<file path="config.mk">
export PLATFORM = sky130hd
export DESIGN_NAME = reg_file_wb
export DESIGN_NICKNAME = d
export VERILOG_FILES = /design/src/rtl/reg_file_wb_pkg.sv /design/src/rtl/reg_file_wb_read_mux.sv /design/src/rtl/reg_file_wb.sv
export SDC_FILE = /design/constraint.sdc
export NUM_CORES = 2
export LEC_CHECK = 0
export ABC_AREA = 1
export BUFFER_PORTS_ARGS = -buffer_cell sky130_fd_sc_hd__clkbuf_2
export CAP_MARGIN = 25
export CORE_MARGIN = 2
export CORE_UTILIZATION = 41
export DETAILED_ROUTE_END_ITERATION = 7
export PLACE_DENSITY = 0.65
export SYNTH_ARGS = -nofsm -noshare
export SYNTH_HDL_FRONTEND = slang
export SYNTH_SLANG_ARGS = --single-unit
</file>
<file path="constraint.sdc">
create_clock -name clk -period 1.75 [get_ports clk]
set_input_delay 0.0875 -clock clk [delete_from_list [all_inputs] [get_ports clk]]
set_output_delay 0.0875 -clock clk [all_outputs]
set_load 0.005 [all_outputs]
</file>
<file path="src/rtl/reg_file_wb_pkg.sv">
// Shared constants for the register file with registered write-back stage.
// Flag bit positions follow the ALU's {zero, cout, overflow} ordering.
package reg_file_wb_pkg;

    localparam int RF_DATA_W = 32;
    localparam int RF_ADDR_W = 5;
    localparam int RF_DEPTH  = 2 ** RF_ADDR_W;
    localparam int RF_CNT_W  = 16;

    localparam int Z_BIT = 2;
    localparam int C_BIT = 1;
    localparam int V_BIT = 0;

    localparam int FLAG_W = 3;

endpackage

</file>
<file path="src/rtl/reg_file_wb_read_mux.sv">
// One read port: r0 reads zero, a pending write-back entry wins over the
// array copy so dependent back-to-back operations see the newest value.
module rf_read_mux #(
    parameter int DATA_W = 32,
    parameter int ADDR_W = 5
) (
    input  logic [ADDR_W-1:0] addr,
    input  logic              wb_valid,
    input  logic [ADDR_W-1:0] wb_addr,
    input  logic [DATA_W-1:0] wb_data,
    input  logic [DATA_W-1:0] array_data,
    output logic [DATA_W-1:0] data
);

    always_comb begin
        data = array_data;
        if (addr == '0) begin
            data = '0;
        end else if (wb_valid && (wb_addr == addr)) begin
            data = wb_data;
        end
    end

endmodule

</file>
<file path="src/rtl/reg_file_wb.sv">
// 32x32 register file: writes pass through a one-entry write-back register
// before reaching the array, and that entry is forwarded onto both read ports.
module reg_file_wb
    import reg_file_wb_pkg::*;
#(
    parameter int DATA_W = RF_DATA_W,
    parameter int ADDR_W = RF_ADDR_W,
    parameter int DEPTH  = RF_DEPTH,
    parameter int CNT_W  = RF_CNT_W
) (
    input  logic              clk,
    input  logic              rst_n,
    input  logic [ADDR_W-1:0] rs1_addr,
    input  logic [ADDR_W-1:0] rs2_addr,
    output logic [DATA_W-1:0] rs1_data,
    output logic [DATA_W-1:0] rs2_data,
    input  logic              rd_we,
    input  logic [ADDR_W-1:0] rd_addr,
    input  logic [DATA_W-1:0] rd_data,
    input  logic              flag_we,
    input  logic              zero_in,
    input  logic              cout_in,
    input  logic              overflow_in,
    output logic [2:0]        flags_out,
    output logic              wb_busy,
    output logic [CNT_W-1:0]  commit_count
);

    logic [DATA_W-1:0] regs [DEPTH];
    logic              wb_valid;
    logic [ADDR_W-1:0] wb_addr;
    logic [DATA_W-1:0] wb_data;
    logic [2:0]        flags_q;
    logic [CNT_W-1:0]  commit_q;
    logic              wr_accept;

    // Every write is accepted with no backpressure; only r0 targets are dropped.
    assign wr_accept = rd_we && (rd_addr != '0);

    always_ff @(posedge clk or negedge rst_n) begin
        if (!rst_n) begin
            wb_valid <= 1'b0;
            wb_addr  <= '0;
            wb_data  <= '0;
        end else begin
            wb_valid <= wr_accept;
            if (wr_accept) begin
                wb_addr <= rd_addr;
                wb_data <= rd_data;
            end
        end
    end

    // The commit uses the entry that was pending before this edge.
    always_ff @(posedge clk or negedge rst_n) begin
        if (!rst_n) begin
            for (int i = 0; i < DEPTH; i++) begin
                regs[i] <= '0;
            end
            commit_q <= '0;
        end else if (wb_valid) begin
            regs[wb_addr] <= wb_data;
            commit_q      <= commit_q + 1'b1;
        end
    end

    always_ff @(posedge clk or negedge rst_n) begin
        if (!rst_n) begin
            flags_q <= '0;
        end else if (flag_we) begin
            flags_q[Z_BIT] <= zero_in;
            flags_q[C_BIT] <= cout_in;
            flags_q[V_BIT] <= overflow_in;
        end
    end

    rf_read_mux #(.DATA_W(DATA_W), .ADDR_W(ADDR_W)) u_rd1 (
        .addr       (rs1_addr),
        .wb_valid   (wb_valid),
        .wb_addr    (wb_addr),
        .wb_data    (wb_data),
        .array_data (regs[rs1_addr]),
        .data       (rs1_data)
    );

    rf_read_mux #(.DATA_W(DATA_W), .ADDR_W(ADDR_W)) u_rd2 (
        .addr       (rs2_addr),
        .wb_valid   (wb_valid),
        .wb_addr    (wb_addr),
        .wb_data    (wb_data),
        .array_data (regs[rs2_addr]),
        .data       (rs2_data)
    );

    assign flags_out    = flags_q;
    assign wb_busy      = wb_valid;
    assign commit_count = commit_q;

endmodule
</file>
# == Word-level counts from Yosys, hierarchy flattened ==
# Cells that the tools add are included.
# word_totals
elab_cells,67
latchBits,0
romBits,0
ramBits,0
mem_count,0
reg_bits,1081
output_inout_bits,84
# op_classes
add_sub_neg,1
reduce_logical,7
div,0
magnitude_cmp,4
n_shift,0
n_bitwise,3
n_eq_ne,2
n_mux,13
multipliers,0
# ops
op,count
1024-bit bitwise mux,1
32-bit binary-select mux with 5-bit select,2
32-bit two-way mux,9
32-bit demux with 5-bit select,1
"6-bit greater-or-equal comparator, second input constant",3
5-bit inverter with 6-bit output,3
"16-bit by 1-bit adder with 16-bit output, second input constant",1
5-bit equality test,2
5-bit zero test,2
"6-bit by 1-bit less-than comparator with 1-bit output, second input constant",1
5-bit nonzero test,1
1-bit logical AND,4

# == Depth between registers and ports, before layout ==
# logic_depth
word_depth,6
mapped_depth,13

# == Hierarchy ==
# From an unflattened synthesis, not the netlist that was laid out.
# hier_totals
cells_unflattened,8923
hier_area_um2,60340.4
# modules_own_cells
module,cells_per_inst,area_per_inst_um2,instances
reg_file_wb,8525,58703.8,1
rf_read_mux,199,818.3,2

# == Worst setup path before layout ==
# No wires, ideal clock.
# synth_path
path_type,register to register
from,"register wb_valid, in the netlist wb_busy"
to,register regs[876] (netlist bit)
slack_ns,-0.006
setup_ns,0.134
path_stages_with_launch,8
t_arrival_ns,1.622
required_time_ns,1.616
period_less_slack_ns,1.756
path_buffers,2
cell_sequence,dfrtp_1 > buf_2 > inv_2 > nor3_2 > nand2_2 > clkbuf_1 > nand2_1 > o21ai_0
# synth_lines
element,line,text
start: declaration,reg_file_wb.sv:30,logic wb_valid;
start signal: assignment,reg_file_wb.sv:46,wb_valid <= wr_accept;
end signal: indexed assignment,reg_file_wb.sv:62,regs[wb_addr] <= wb_data;
end: declaration,reg_file_wb.sv:29,logic [DATA_W-1:0] regs [DEPTH];

# == Final worst setup path ==
# layout_path
from,register wb_addr[0]
to,output port rs2_data[16]
# layout_between
elab_chain_cells,4
# layout_rtl
element,line,text
start: declaration,reg_file_wb.sv:31,logic [ADDR_W-1:0] wb_addr;
start signal: assignment,reg_file_wb.sv:48,wb_addr <= rd_addr;
5-bit equality test,reg_file_wb_read_mux.sv:19,end else if (wb_valid && (wb_addr == addr)) begin
1-bit logical AND,reg_file_wb_read_mux.sv:19,
32-bit two-way mux,reg_file_wb_read_mux.sv:19,
32-bit two-way mux,reg_file_wb_read_mux.sv:17,if (addr == '0) begin
end: declaration,reg_file_wb.sv:16,"output logic [DATA_W-1:0] rs2_data,"
# Every way passes these cells.

==> flow_metrics.env <==
export IMPL_design_area_mm2=0.0755
export IMPL_min_period_ps=2660
export IMPL_synthCells=8665
export IMPL_synthesis_area_mm2=0.0604
export IMPL_grt_pass1_wl_um=371000
export IMPL_required_ps=1660
export IMPL_cellPowerDensity_mw_per_mm2=1130
export IMPL_ant_nets=0
export IMPL_violations="negative setup slack"
export IMPL_worstMarginPinSlew_ps=683
export IMPL_drt_wl_total_um=258000
export IMPL_wl_per_cell_um=23.5
export IMPL_drt_iter0_markers=8736
export IMPL_slowest_stage="dfrtp_2"
export IMPL_path_cells="buf_4 > o22ai_4 > nor2_2 > nand3_4 > buf_12 > o21ai_0 > a21oi_2 > buf_2"
export IMPL_placedCellCount=10600
export IMPL_worstPathMaxFanout=11
export IMPL_synth_top_area_share=0.448
export IMPL_rrSetupSlack_ps=-400
export IMPL_antenna_found_initial=17
export IMPL_r2r_cells=11
export IMPL_fin_crit_sh=1.52
export IMPL_setup_ws_ps=-914
export IMPL_seq_area_frac_synth=0.448
export IMPL_setup_viol=1030
export IMPL_peakVddDrop_v=0.000899
export IMPL_hold_viol=0
export IMPL_grt_pass1_vias=59300
export IMPL_ys_warn_count=0
export IMPL_post_dp_cell_area_mm2=0.0680
export IMPL_slew_viol_final=0
export IMPL_synth_area_top_cells="dfrtp_1, nand2_1, o21ai_0"
export IMPL_cts_buffer_depth=3
export IMPL_port_buffers=137
export IMPL_cts_root_buffer="clkbuf_16"
export IMPL_cts_tree="yes"
export IMPL_coreArea_mm2=0.146
export IMPL_track_usage=0.320
export IMPL_syn_nets=8720
export IMPL_dominantRegCellSynth="dfrtp_1"
export IMPL_tns_ps=-172120
export IMPL_drc=0
export IMPL_ctsHtreeMaxLevel=3
export IMPL_rsz0062_at_grt="true"
export IMPL_grt_overflow=0
export IMPL_synth_seq_cells=1081
export IMPL_worstHoldStart="rd_data[19]"
export IMPL_ioPinCount=138
export IMPL_fin_skew_ps=39.3
export IMPL_startpoint_type="flip-flop"
export IMPL_min_to="wb_data[19]$_DFFE_PN0P_"
export IMPL_gp_congestion=0.939
export IMPL_yosysMostFrequentCell="nand2_1"
export IMPL_endpoint_kind="output port"
export IMPL_clkLatencyLatePin_ps=780
export IMPL_dr_pass1_iters=7
export IMPL_place_hpwl_um=154000
export IMPL_critPathMaxStageDelay_ps=440
export IMPL_leakagePower_nw=35.8
export IMPL_synth_edf_count=0
export IMPL_synth_largest_area_cell="dfrtp_1"
export IMPL_r2r_start="wb_addr[2]$_DFFE_PN0P_"
export IMPL_drive_above_1_share=0.143
export IMPL_fmax_mhz=375
export IMPL_viasPerCell=5.85
export IMPL_regToRegEndpoint="regs[285]$_DFFE_PN0P_"
export IMPL_cts_sinks=1081
export IMPL_synth_cell_types=30
export IMPL_die_area_mm2=0.150
export IMPL_ys_async_sr_fraction=1.00
export IMPL_cts_made_buffers=118
export IMPL_syn_to_final_growth_pct=25.0
export IMPL_initial_core_util=0.414
export IMPL_timing_worst_setup_path_type="flip-flop to output port"
export IMPL_grt_max_degree=94
export IMPL_synth_common_cells="nand2_1, o21ai_0, dfrtp_1"
export IMPL_fp_dieW_um=388
export IMPL_min_path_type="input port to flip-flop"
export IMPL_layout_cells_non_filler=10900
export IMPL_worstHoldPathCells=4
export IMPL_die_y_um=388
export IMPL_cp_arrival_ps=2580
export IMPL_slew_headroom=0.545
export IMPL_synth_avg_cell_area_um2=6.97
export IMPL_cap_violations=0
export IMPL_num_vias=64000
export IMPL_nets=8973
export IMPL_dpl_worst_slack_ps=-389
export IMPL_clk_pin_slew_ps=70
export IMPL_num_rows=140
export IMPL_outcome="finished with violations"
[registers in the layout (all words and copies together) (netlist names)]
| register | count |
|---|---|
| regs | 1024 |
| wb_data | 32 |
| commit_count | 16 |
| wb_addr | 5 |
| flags_out | 3 |
| wb_busy | 1 |
[area by class of cell]
class	instances	area [µm²]
Timing Repair Buffer	858	10000
Inverter	695	2640
Sequential cell	1081	27100
Multi-Input combinational cell	6164	29100
Tap cell	1917	2400
Clock buffer	152	3310
Clock inverter	73	936
Fill cell	13700	70400
Antenna cell	9	22.5
[worst max path at each step]
stage                                        to              startpoint  slack, ps
after global routing               rs2_data[30]  wb_addr[0]$_DFFE_PN0P_       -880
after detailed placement           rs1_data[16]             rs1_addr[0]       -390
after floorplan           regs[553]$_DFFE_PN0P_       wb_busy$_DFF_PN0_         20
final                              rs2_data[16]  wb_addr[0]$_DFFE_PN0P_       -910
after CTS                           rs2_data[8]  wb_addr[2]$_DFFE_PN0P_       -840
after global placement             rs1_data[16]             rs1_addr[0]       -440
[power by group]
part | internal [mW] | switching, mW
clock network | 16.1 | 11.5
registers | 31.7 | 5.06
logic | 8.39 | 12.7
total | 56.2 | 29.2
[cells by family after synthesis]
group | after synthesis | synth area share
adder cells (fa/ha/maj) | 1 | 0.000207
XOR/XNOR | 12 | 0.00174
multiplexers | 3 | 0.000559
AO/OA/AOI/OAI | 2039 | 0.180
buffers and inverters | 1420 | 0.0898
flip-flops | 1081 | 0.448
AND/OR/NAND/NOR | 4109 | 0.280
[per-layer routing]
| layer | vias to the layer above | GRT usage | share of wire |
|---|---|---|---|
| met2 | 4176 | 0.479 | 0.43 |
| met4 | 14 | 0.161 | 0.059 |
| li1 | 28700 | - | - |
| met5 | - | 0 | 0.00036 |
| met1 | 30300 | 0.432 | 0.39 |
| met3 | 793 | 0.0788 | 0.13 |
[timing repair]
item                       in CTS  in global routing
setup endpoints to repair      94               1049
setup buffers                  32                 25
gates cloned                   10                 27
hold endpoints to repair     1122                  0
pin swaps                      21                 24
hold buffers                   74                  0
gates resized for setup       196                244
[stage by stage]
step | total power [mW] | hold slack (ps) | util
after detailed placement | 56.6 | -1.70 | 0.466
after CTS | 84.5 | 5.18 | 0.508
after floorplan | 48.9 | -208 | -
final | 85.4 | 46.2 | 0.517
after global placement | 55.7 | -5.75 | 0.466
after global routing | 90.1 | 61.1 | 0.517
[layout by cell type (no fill, tap or decap), drive strengths merged]
cell type,n
a21oi,303
a21o,1
inv,700
nand4,4
o211ai,249
xor2,8
clkinv,44
or2,60
mux2,3
nand3,976
o21ai,1479
ha,1
nand2,2700
dlygate4sd3,72
nor3,16
o21a,1
o22ai,6
xnor2,4
clkbuf,271
buf,667
diode,9
clkinvlp,6
bufinv,18
nor4,2
dfrtp,1081
nor2,351
[critical path: cells and delay by family (launching register included)]
| kind | cells | cell delay [ps] |
|---|---|---|
| AND/OR/NAND/NOR | 2 | 180 |
| flip-flops | 1 | 440 |
| AO/OA/AOI/OAI | 3 | 610 |
| buffers and inverters | 3 | 550 |
Note: power is estimated with default switching activity, not from simulation.
